===== src/rtl/pc_fetch_unit_pkg.sv =====
// pc_fetch_unit_pkg: shared constants for the instruction-fetch front end.
//   ADDR_W           address/data width
//   S_IDLE..S_HOLD   2-bit fetch FSM encoding
//   NOP              value of the holding register after reset
package pc_fetch_unit_pkg;
    localparam int ADDR_W = 32;
    localparam logic [1:0] S_IDLE = 2'd0;
    localparam logic [1:0] S_REQ  = 2'd1;
    localparam logic [1:0] S_WAIT = 2'd2;
    localparam logic [1:0] S_HOLD = 2'd3;
    localparam logic [ADDR_W-1:0] NOP = 32'h0000_0000;
endpackage


===== src/rtl/pc_fetch_unit_hold_reg.sv =====
// pc_fetch_unit_hold_reg: one-entry holding register for the instruction presented to decode.
//   clk, rst_n  clock, async active-low reset
//   load_i      capture data_i/pc_i
//   data_i/o    instruction word in/held
//   pc_i/o      instruction PC in/held
module pc_fetch_unit_hold_reg
    import pc_fetch_unit_pkg::*;
(
    input  logic              clk,
    input  logic              rst_n,
    input  logic              load_i,
    input  logic [ADDR_W-1:0] data_i,
    input  logic [ADDR_W-1:0] pc_i,
    output logic [ADDR_W-1:0] data_o,
    output logic [ADDR_W-1:0] pc_o
);
    logic [ADDR_W-1:0] data_q, pc_q;
    always_ff @(posedge clk or negedge rst_n) begin
        if (!rst_n) begin
            data_q <= NOP;
            pc_q   <= '0;
        end else if (load_i) begin
            data_q <= data_i;
            pc_q   <= pc_i;
        end
    end
    assign data_o = data_q;
    assign pc_o   = pc_q;
endmodule


===== src/rtl/pc_fetch_unit.sv =====
// pc_fetch_unit: PC register plus non-pipelined imem fetch with redirect and stale-response drop.
//   clk, rst_n                      clock, async active-low reset
//   current_addr_pc / next_addr_pc  PC out to external adder, adder result back
//   imem_req_valid/ready, imem_addr request channel (word address)
//   imem_rsp_valid, imem_rsp_data   response channel
//   inst_valid/ready, inst_data/pc  held instruction to decode
//   redirect_valid, redirect_addr   control-flow redirect from execute
module pc_fetch_unit
    import pc_fetch_unit_pkg::*;
#(
    parameter logic [ADDR_W-1:0] RESET_ADDR = 32'h0000_0000
) (
    input  logic              clk,
    input  logic              rst_n,
    output logic [ADDR_W-1:0] current_addr_pc,
    input  logic [ADDR_W-1:0] next_addr_pc,
    output logic              imem_req_valid,
    input  logic              imem_req_ready,
    output logic [ADDR_W-1:0] imem_addr,
    input  logic              imem_rsp_valid,
    input  logic [ADDR_W-1:0] imem_rsp_data,
    output logic              inst_valid,
    input  logic              inst_ready,
    output logic [ADDR_W-1:0] inst_data,
    output logic [ADDR_W-1:0] inst_pc,
    input  logic              redirect_valid,
    input  logic [ADDR_W-1:0] redirect_addr
);
    logic [1:0]        state_q, state_d;
    logic [ADDR_W-1:0] pc_q, pc_d, addr_q, addr_d;
    logic              drop_q, drop_d, load;
    always_comb begin
        state_d = state_q;
        drop_d  = drop_q;
        pc_d    = pc_q;
        load    = 1'b0;
        case (state_q)
            S_IDLE: state_d = S_REQ;
            S_REQ: begin
                state_d = imem_req_ready ? S_WAIT : S_REQ;
                // the request still goes out with the old address; its response must be discarded
                drop_d  = drop_q | redirect_valid;
            end
            S_WAIT: begin
                if (imem_rsp_valid) begin
                    // a same-cycle redirect discards the response directly, so no drop is left pending
                    load    = !(drop_q || redirect_valid);
                    state_d = load ? S_HOLD : S_REQ;
                    pc_d    = load ? next_addr_pc : pc_q;
                    drop_d  = 1'b0;
                end else begin
                    drop_d  = drop_q | redirect_valid;
                end
            end
            default: state_d = (inst_ready || redirect_valid) ? S_REQ : S_HOLD;
        endcase
        if (redirect_valid) pc_d = redirect_addr;
        // latch the fetch address on every entry into REQ, using the PC as it will be next cycle
        addr_d = (state_d == S_REQ && state_q != S_REQ) ? pc_d : addr_q;
    end
    always_ff @(posedge clk or negedge rst_n) begin
        if (!rst_n) begin
            state_q <= S_IDLE;
            pc_q    <= RESET_ADDR;
            addr_q  <= '0;
            drop_q  <= 1'b0;
        end else begin
            state_q <= state_d;
            pc_q    <= pc_d;
            addr_q  <= addr_d;
            drop_q  <= drop_d;
        end
    end
    pc_fetch_unit_hold_reg u_hold (
        .clk    (clk),
        .rst_n  (rst_n),
        .load_i (load),
        .data_i (imem_rsp_data),
        .pc_i   (addr_q),
        .data_o (inst_data),
        .pc_o   (inst_pc)
    );
    assign current_addr_pc = pc_q;
    assign imem_addr       = addr_q;
    assign imem_req_valid  = (state_q == S_REQ);
    assign inst_valid      = (state_q == S_HOLD);
endmodule


===== config.mk =====
export PLATFORM = sky130hd
export DESIGN_NAME = pc_fetch_unit
export DESIGN_NICKNAME = d
export VERILOG_FILES = /design/src/rtl/pc_fetch_unit_pkg.sv /design/src/rtl/pc_fetch_unit_hold_reg.sv /design/src/rtl/pc_fetch_unit.sv
export SDC_FILE = /design/constraint.sdc
export NUM_CORES = 1
export LEC_CHECK = 0
export BUFFER_PORTS_ARGS = -buffer_cell sky130_fd_sc_hd__buf_4
export CORE_MARGIN = 2
export CORE_UTILIZATION = 51
export CTS_CLUSTER_SIZE = 40
export DETAILED_ROUTE_END_ITERATION = 16
export PLACE_DENSITY = 0.87
export SLEW_MARGIN = 20
export SYNTH_ARGS = -nofsm -noshare
export SYNTH_HDL_FRONTEND = slang
export SYNTH_SLANG_ARGS = --single-unit

===== constraint.sdc =====
create_clock -name clk -period 6.1 [get_ports clk]
set_input_delay 1.525 -clock clk [delete_from_list [all_inputs] [get_ports clk]]
set_output_delay 1.525 -clock clk [all_outputs]
set_load 0.005 [all_outputs]

==> results of run 1 <==
## metrics by stage
| stage | cells | hold WS (ns) | instance area, um^2 | setup WS [ns] |
|---|---|---|---|---|
| floorplan | 406 | 0.491 | 5350 | 3.25 |
| global route | 784 | 0.520 | 7770 | 2.52 |
| finish | 784 | 0.507 | 7770 | 2.67 |
| CTS | 784 | 0.508 | 7770 | 2.67 |
| detailed placement | 752 | 0.488 | 7160 | 2.16 |
| global placement | 752 | 0.481 | 7160 | 2.26 |
## worst max path at each step
stage / startpoint / to / slack (ns)
global placement: redirect_valid / imem_addr[13]$_DFFE_PN0P_ / 2.26
detailed placement: redirect_valid / imem_addr[26]$_DFFE_PN0P_ / 2.16
finish: redirect_valid / imem_addr[27]$_DFFE_PN0P_ / 2.67
CTS: redirect_valid / imem_addr[26]$_DFFE_PN0P_ / 2.67
global route: redirect_valid / imem_addr[26]$_DFFE_PN0P_ / 2.52
floorplan: redirect_valid / imem_addr[10]$_DFFE_PN0P_ / 3.25
## per-layer routing
layer	share of wire, %	global-route usage (%)	up-vias
met2	54	48.4	194
met4	1.8	10.5	0
li1	-	-	1932
met1	38	28.9	2135
met3	6.4	6.68	26
met5	0	0	-
## cell families (layout without fill, tap and decap cells)
logic type	count (synthesis)	after routing	synth area share, %
multiplexers	64	64	13.5
flip-flops	131	131	61.3
buffers and inverters	30	272	3.09
AND/OR/NAND/NOR	73	73	5.85
AO/OA/AOI/OAI	103	103	15.1
adder cells (fa/ha/maj)	5	5	1.17
## power breakdown
group          internal [mW]  total, mW  switching [mW]
combinational          0.757       1.39           0.631
sequential              1.19       1.41           0.220
clock                  0.654       1.03           0.372
total                   2.60       3.83            1.22
## cells in the mapped netlist, drive strengths merged (2+ instances only)
cell	count	area, um^2
dfrtp	131	3280
nand2	65	244
mux2	64	721
a21oi	34	170
a31oi	33	357
a22oi	32	240
clkbuf	15	56.3
buf	12	97.6
ha	5	62.6
inv	3	11.3
nor2	2	7.51
o21ai	2	10.0
## cell usage in the layout (no fill, tap or decap)
| cell type | count |
|---|---|
| sky130_fd_sc_hd__buf_4 | 237 |
| sky130_fd_sc_hd__dfrtp_1 | 131 |
| sky130_fd_sc_hd__nand2_1 | 65 |
| sky130_fd_sc_hd__mux2_2 | 64 |
| sky130_fd_sc_hd__a21oi_1 | 33 |
| sky130_fd_sc_hd__a22oi_1 | 32 |
| sky130_fd_sc_hd__a31oi_1 | 23 |
| sky130_fd_sc_hd__clkbuf_16 | 16 |
| sky130_fd_sc_hd__a31oi_4 | 10 |
| sky130_fd_sc_hd__ha_1 | 5 |
| sky130_fd_sc_hd__clkinvlp_4 | 5 |
| sky130_fd_sc_hd__clkbuf_8 | 4 |
| sky130_fd_sc_hd__inv_1 | 3 |
| sky130_fd_sc_hd__bufinv_16 | 3 |
| sky130_fd_sc_hd__o21ai_0 | 2 |
| sky130_fd_sc_hd__clkinv_4 | 2 |
| sky130_fd_sc_hd__clkinv_2 | 2 |
| sky130_fd_sc_hd__nor4bb_4 | 1 |
| sky130_fd_sc_hd__nor2_2 | 1 |
| sky130_fd_sc_hd__and3b_1 | 1 |
| sky130_fd_sc_hd__a21o_1 | 1 |
| sky130_fd_sc_hd__o31ai_4 | 1 |
| sky130_fd_sc_hd__nand2b_1 | 1 |
| sky130_fd_sc_hd__nor2_1 | 1 |
| sky130_fd_sc_hd__nand3_1 | 1 |
| sky130_fd_sc_hd__nor3_4 | 1 |
| sky130_fd_sc_hd__a21oi_4 | 1 |
| sky130_fd_sc_hd__and2_2 | 1 |
## worst max-delay path, stage by stage
cell	delay (ns)
sky130_fd_sc_hd__buf_4	0.40
sky130_fd_sc_hd__nor4bb_4	0.11
sky130_fd_sc_hd__o31ai_4	0.24
sky130_fd_sc_hd__buf_4	0.37
sky130_fd_sc_hd__and2_2	0.87
sky130_fd_sc_hd__a31oi_1	0.21
## sequential cells by signal, indices dropped and copies added, names as in the netlist
signal / count
current_addr_pc: 32
state_q: 2
u_hold.pc_o: 32
imem_addr: 32
drop_q: 1
u_hold.data_o: 32
## cell type report
class | instances | area share [%]
Sequential cell | 131 | 42.2
Tap cell | 136 | 2.19
Clock inverter | 12 | 2.00
Inverter | 3 | 0.145
Clock buffer | 20 | 5.86
Multi-Input combinational cell | 245 | 24.7
Timing Repair Buffer | 237 | 22.9
==> results.txt, run 1 <==
----------------------------------------------------
[Floorplan]
  Starting Density ... 52.2%
  I/O pin cnt ... 232
  Cell Rows ... 37
  Total Die Area ... 11,300 um^2
  Floorplan core area ... 10,200 um^2
  Height of the die ... 106 um
  Die Width ... 106 um

[GRT]
  Number of global-route vias before repair ... 4,665
  Initial antenna violation count ... 0
  GRT Overall Usage ... 26.4%
  Congestion Overflow GR ... 0
  Global-route wire length before repair ... 23.0 mm
  Pin count of the biggest net entering global routing ... 68

[CTS]
  H-tree depth ... 4
  Sinks on the clock net ... 131
  Setup repair bufs after CTS ... 0
  Number of gates given a new drive strength after cts ... 0
  CTS Buffer Depth ... 2
  CTS Root Buffer Type ... sky130_fd_sc_hd__clkbuf_8
  CTS tree ... yes
  Reg clk slew, reported paths ... 0.06 ns
  Worst-skew pair later-pin latency ... 0.51 ns
  CTS hold repair buffers ... 0
  Num CTS Buffers ... 17

[Setup path]
  Number of cells on the worst reg-to-reg path ... 6
  Data arrival time of the worst path ... 3.77 ns
  Crit path capture type ... register
  Required @ worst endpoint ... 6.44 ns
  R2R setup slack ... 3.11 ns
  Startpoint type of the worst setup path ... input port
  Endpoint of the worst register-to-register path ... imem_addr[27]$_DFFE_PN0P_
  Biggest fanout along the worst timing path ... 37
  Startpoint of the worst-slack reg-to-reg timing path ... state_q[0]$_DFF_PN0_
  Type of the worst setup path ... in2reg

[Yosys]
  Number of synthesis warnings ... 0
  Distinct cell type count of the synthesized netlist ... 22
  Ys async rst share ... 100%
  Synthesized net count ... 513
  Cell area after synthesis ... 5350 um^2
  Sequential share of the synthesized area ... 61.3%
  Count of mapped cells out of synthesis ... 406
  Syn Area/Cell ... 13.2 um^2
  Number of flops mapped to enable cells by yosys ... 0
  Synth Register Bits ... 131
  Top_reg_cell synth ... sky130_fd_sc_hd__dfrtp_1

[Hold path]
  WHS Path Cells ... 2
  Class of the worst hold path ... reg2reg
  Launch instance of the worst min-delay path ... current_addr_pc[31]$_DFF_PN0_
  Endpoint of the worst hold path ... current_addr_pc[31]$_DFF_PN0_

[Placed design]
  Post-DP HPWL ... 10.2 mm
  Total of buffers placed on input and output ports ... 231
  Routability congestion estimate ... 0.783

[Routing]
  Number of nets with antenna violations after routing ... 0
  Routed vias/inst ... 5.47
  Routed via count ... 4,287
  Average wire length per cell after detail routing ... 18.9 um
  Total wire length after detailed routing ... 14.8 mm
  Number of iterations in the first detailed-routing pass ... 5
  Detailed router's first-iteration violation count ... 196
  DRC violation count after routing ... 0

[Cells and area]
  N_diodes ... 0
  Final core utilization ... 76.0%
  Fraction of layout instances using a drive strength above 1 ... 53.9%
  Number of fillers in the final layout ... 649
  # nets final ... 742
  Sequential cell area ... 3280 um^2
  Multi-input gate area in the final layout ... 1920 um^2
  Signed area change from the synthesized netlist to the final layout ... 45.4%

[STA]
  Post-Route Skew ... 0.00644 ns
  Least-Margin Pin Slew ... 0.970 ns
  Shortest clock period the worst path allows after layout ... 3.43 ns
  Setup repair after global routing missed its margin ... false
  Maximum clock frequency ... 0.292 GHz
  Fin crit share ... 56.2%
  Setup TNS ... 0 ns
  Slew Limit Fails ... 0
  Setup-violating endpoint count in the final report ... 0
  Relative slew margins ... 35.3%
  Hold Violations, Final ... 0

[Power and ir drop]
  Tot Pwr ... 3.83 mW
  Leakage ... 3.91 nW
  Power density cells ... 492 nW/um^2
  Peak ir drop on the vdd network ... 0.287 mV

[Status]
  Result of the run ... complete, no violations

[Run]
  # Max-Cap Violations ... 0

----------------------------------------------------
Power figures use the tool's default switching activity.
==> run 2: changes to the inputs <==
--- a/config.mk
+++ b/config.mk
@@ -5,12 +5,13 @@
 export SDC_FILE = /design/constraint.sdc
 export NUM_CORES = 1
 export LEC_CHECK = 0
+export ABC_AREA = 1
 export BUFFER_PORTS_ARGS = -buffer_cell sky130_fd_sc_hd__buf_4
 export CORE_MARGIN = 2
-export CORE_UTILIZATION = 51
+export CORE_UTILIZATION = 48
 export CTS_CLUSTER_SIZE = 40
 export DETAILED_ROUTE_END_ITERATION = 16
-export PLACE_DENSITY = 0.87
+export PLACE_DENSITY = 0.83
 export SLEW_MARGIN = 20
 export SYNTH_ARGS = -nofsm -noshare
 export SYNTH_HDL_FRONTEND = slang
==> constraint.sdc (replaced) <==
create_clock -name clk -period 3.2 [get_ports clk]
set_input_delay 0.8 -clock clk [delete_from_list [all_inputs] [get_ports clk]]
set_output_delay 0.8 -clock clk [all_outputs]
set_load 0.005 [all_outputs]
==> run 2 against run 1 <==
  * Critical path depth decreased by 3
  * Worst setup slack got worse by 1.7 ns
  * Flip-flop and latch count did not move
  * Cell area is 0.85% higher
  * Synthesized cell count up 19%
  * Cell count increased by 10%
  * Global-route usage increased by 0.44 points
  * Sequential power grew 93%
  * Highest routed layer unchanged
  * Total power increased by 89%
  * Count of clock-buffer cells in the layout grew 3
  * Non-clock buffer count rose by 3
==> results.txt, run 2 <==
----------------------------------------------------
[Routing]
  DRC violation count after routing ... 0 (unchanged)
  Number of nets with antenna violations after routing ... 0 (unchanged)
  Average wire length per cell after detail routing ... 18.2 um (-3.5%)
  Routed vias/inst ... 5.37 (-1.8%)
  Number of iterations in the first detailed-routing pass ... 4 (-1)
  Routed via count ... 4,640 (+8.2%)
  Detailed router's first-iteration violation count ... 195 (-0.51%)
  Total wire length after detailed routing ... 15.8 mm (+6.3%)

[Setup path]
  Required @ worst endpoint ... 2.40 ns (-4.04 ns)
  Biggest fanout along the worst timing path ... 5 (-86%)
  Startpoint type of the worst setup path ... register
  Crit path launch ... state_q[1]$_DFF_PN0_
  Type of the worst setup path ... reg2out
  Crit path capture type ... output pin
  Startpoint of the worst-slack reg-to-reg timing path ... drop_q$_DFFE_PN0P_
  Data arrival time of the worst path ... 1.46 ns (-2.31 ns)

[Floorplan]
  Height of the die ... 110 um (+3.1%)
  Total Die Area ... 12,000 um^2 (+6.4%)
  Floorplan core area ... 10,900 um^2 (+6.4%)
  Die Width ... 110 um (+3.1%)
  Starting Density ... 49.3% (-3.0 points)
  I/O pin cnt ... 232 (unchanged)
  Cell Rows ... 38 (+2.7%)

[STA]
  Min Hold Slack ... 0.279 ns (-0.228 ns)
  Post-Route Skew ... 0.00786 ns (+0.00142 ns)
  Slew Limit Fails ... 0 (unchanged)
  Hold Violations, Final ... 0 (unchanged)
  Setup repair after global routing missed its margin ... false
  Relative slew margins ... 55.7% (+20 points)
  Shortest clock period the worst path allows after layout ... 2.26 ns
  Maximum clock frequency ... 0.443 GHz
  Setup TNS ... 0 ns (unchanged)
  Least-Margin Pin Slew ... 0.663 ns (-0.307 ns)
  Fin crit share ... 70.5%
  Setup-violating endpoint count in the final report ... 0 (unchanged)

[Yosys]
  Main area contributors after synthesis ... sky130_fd_sc_hd__dfrtp_1 61%, sky130_fd_sc_hd__mux2_2 12%, sky130_fd_sc_hd__nand3_1 12%
  List of most frequent post-synthesis cells ... 131 x sky130_fd_sc_hd__dfrtp_1, 130 x sky130_fd_sc_hd__nand3_1, 102 x sky130_fd_sc_hd__nand2_1, 59 x sky130_fd_sc_hd__mux2_2, 22 x sky130_fd_sc_hd__buf_2
  Syn Area/Cell ... 11.1 um^2 (-16%)
  Cell with the most instances after synthesis ... sky130_fd_sc_hd__dfrtp_1
  Cell area after synthesis ... 5370 um^2 (+0.37%)
  Area share of the leading cell type in the synthesized netlist ... 61.1% (-0.23 points)
  Top_reg_cell synth ... sky130_fd_sc_hd__dfrtp_1
  Count of mapped cells out of synthesis ... 484 (+19%)
  Number of flops mapped to enable cells by yosys ... 0 (unchanged)
  Number of synthesis warnings ... 0 (unchanged)
  Synth Register Bits ... 131 (unchanged)
  Ys async rst share ... 100% (unchanged)
  Distinct cell type count of the synthesized netlist ... 18 (-18%)
  Sequential share of the synthesized area ... 61.1% (-0.23 points)
  Most area-hungry cell type in the Yosys netlist ... sky130_fd_sc_hd__dfrtp_1
  Synthesized net count ... 591 (+15%)

[Cells and area]
  N_diodes ... 0 (unchanged)
  Signed area change from the synthesized netlist to the final layout ... 46.1%
  Fraction of layout instances using a drive strength above 1 ... 46.5% (-7.3 points)
  # nets final ... 819 (+10%)
  Final non-filler cell total ... 864 (+10%)
  Number of fillers in the final layout ... 777 (+20%)
  Most frequent standard cell in the layout excluding fill and tap cells ... sky130_fd_sc_hd__buf_4
  Leading cell types in the layout, fill and taps excluded ... 238 x sky130_fd_sc_hd__buf_4, 131 x sky130_fd_sc_hd__dfrtp_1, 130 x sky130_fd_sc_hd__nand3_1

[GRT]
  GRT Overall Usage ... 26.8% (+0.44 points)
  Number of global-route vias before repair ... 4,855 (+4.1%)
  Pin count of the biggest net entering global routing ... 60 (-12%)
  Congestion Overflow GR ... 0 (unchanged)
  Initial antenna violation count ... 0 (unchanged)
  Global-route wire length before repair ... 24.4 mm (+6.1%)

[Power and ir drop]
  Power density cells ... 923 nW/um^2 (+87%)
  Switching portion of total power ... 32.2% (+0.21 points)
  Leakage ... 4.25 nW (+8.7%)
  Peak ir drop on the vdd network ... 0.520 mV (+82%)
  Internal power consumption ... 4.91 mW (+88%)
  Clock Power Share ... 27.2% (+0.4 points)
  Power share of the sequential group ... 37.6% (+0.7 points)
  Switching Power ... 2.33 mW (+90%)
  Combinational group share of total power ... 35.1% (-1.2 points)

[Hold path]
  Class of the worst hold path ... in2async

[CTS]
  CTS Buffer Depth ... 2 (unchanged)
  Worst-skew pair later-pin latency ... 0.51 ns (about the same)
  CTS tree ... yes
  Number of gates given a new drive strength after cts ... 0 (unchanged)
  CTS Root Buffer Type ... sky130_fd_sc_hd__clkbuf_8
  Reg clk slew, reported paths ... 0.06 ns (about the same)
  Num CTS Buffers ... 17 (unchanged)
  CTS hold repair buffers ... 0 (unchanged)
  Sinks on the clock net ... 131 (unchanged)
  Setup repair bufs after CTS ... 0 (unchanged)
  H-tree depth ... 4 (unchanged)

[Placed design]
  Routability congestion estimate ... 0.757 (-3.4%)
  Post-DP HPWL ... 10.6 mm (+4.5%)
  Placed Cells ... 833 (+11%)
  Total of buffers placed on input and output ports ... 231 (unchanged)

[Status]
  Result of the run ... complete, no violations

[Run]
  # Max-Cap Violations ... 0 (unchanged)

----------------------------------------------------
run 2: cell types whose count changed after synthesis, moves of 3 or more:
cell | previous run | this run
sky130_fd_sc_hd__a22oi_1 | 32 | 0
sky130_fd_sc_hd__nand2_1 | 65 | 102
sky130_fd_sc_hd__nand3_1 | 1 | 130
sky130_fd_sc_hd__inv_1 | 3 | 8
sky130_fd_sc_hd__a21oi_1 | 34 | 2
sky130_fd_sc_hd__mux2_2 | 64 | 59
sky130_fd_sc_hd__nand2_2 | 0 | 3
sky130_fd_sc_hd__clkbuf_1 | 15 | 9
sky130_fd_sc_hd__a31oi_1 | 23 | 0
sky130_fd_sc_hd__a31oi_4 | 10 | 0
sky130_fd_sc_hd__buf_2 | 6 | 22
sky130_fd_sc_hd__buf_6 | 6 | 0
sky130_fd_sc_hd__mux2_1 | 0 | 5
run 2: metal layers:
layer  part of all wire, %  vias up  wire (um)  GRT usage, %
met1                    38     2278       6050          31.3
met4                   1.6        0        249          12.1
li1                      -     2105          -             -
met2                    51      237       7990          45.5
met5                     0        -          0             0
met3                   9.3       20       1460          7.94
run 2: logic make-up (layout without fill, tap and decap cells):
kind of cell	after synthesis	in the layout	synth area share, %
compound gates	4	4	0.420
fa+ha+maj	5	5	1.17
flops	131	131	61.1
mux	64	64	13.4
buf+inv	40	280	3.31
simple gates	240	240	20.6
run 2: cell type report:
class,instances,area [um^2],area share (%)
Multi-Input combinational cell,313,1910,24.4
Clock buffer,23,487,6.21
Timing Repair Buffer,240,1830,23.3
Tap cell,140,175,2.23
Inverter,9,33.8,0.431
Sequential cell,131,3280,41.8
Clock inverter,8,124,1.58
run 2: worst paths after layout:
kind | slack, ns | end | cells after the start
setup / recovery | 0.94 | imem_req_valid | 3
min in group clk | 0.50 | u_hold.data_o[1]$_DFFE_PN0P_ | 1
max in group asynchronous | 2.07 | imem_addr[16]$_DFFE_PN0P_ | 2
hold reg to reg | 0.50 | u_hold.data_o[1]$_DFFE_PN0P_ | 1
setup reg to reg | 1.11 | imem_addr[16]$_DFFE_PN0P_ | 8
hold / removal | 0.28 | u_hold.data_o[6]$_DFFE_PN0P_ | 1
run 2: power by group through the flow:
stage / clock, mW / combinational [mW] / sequential (mW)
floorplan: 0 / 1.11 / 2.69
global placement: 0 / 2.45 / 2.69
detailed placement: 0 / 2.56 / 2.73
CTS: 2.00 / 2.57 / 2.72
global route: 2.08 / 2.81 / 2.79
finish: 1.97 / 2.54 / 2.72
run 2: worst max-delay path, stage by stage, from the launching register on:
cell and delay [ns]:
sky130_fd_sc_hd__dfrtp_1 0.43, sky130_fd_sc_hd__inv_1 0.10, sky130_fd_sc_hd__ha_1 0.27, sky130_fd_sc_hd__buf_4 0.15
run 2: through the flow:
stage	cell area, um^2	utilization (%)	setup slack [ns]	power, mW
floorplan	5370	-	1.36	3.80
global placement	7230	66.4	0.710	5.14
detailed placement	7230	66.4	0.541	5.29
CTS	7840	72.0	0.928	7.28
global route	7840	72.0	0.866	7.68
finish	7840	72.0	0.944	7.23
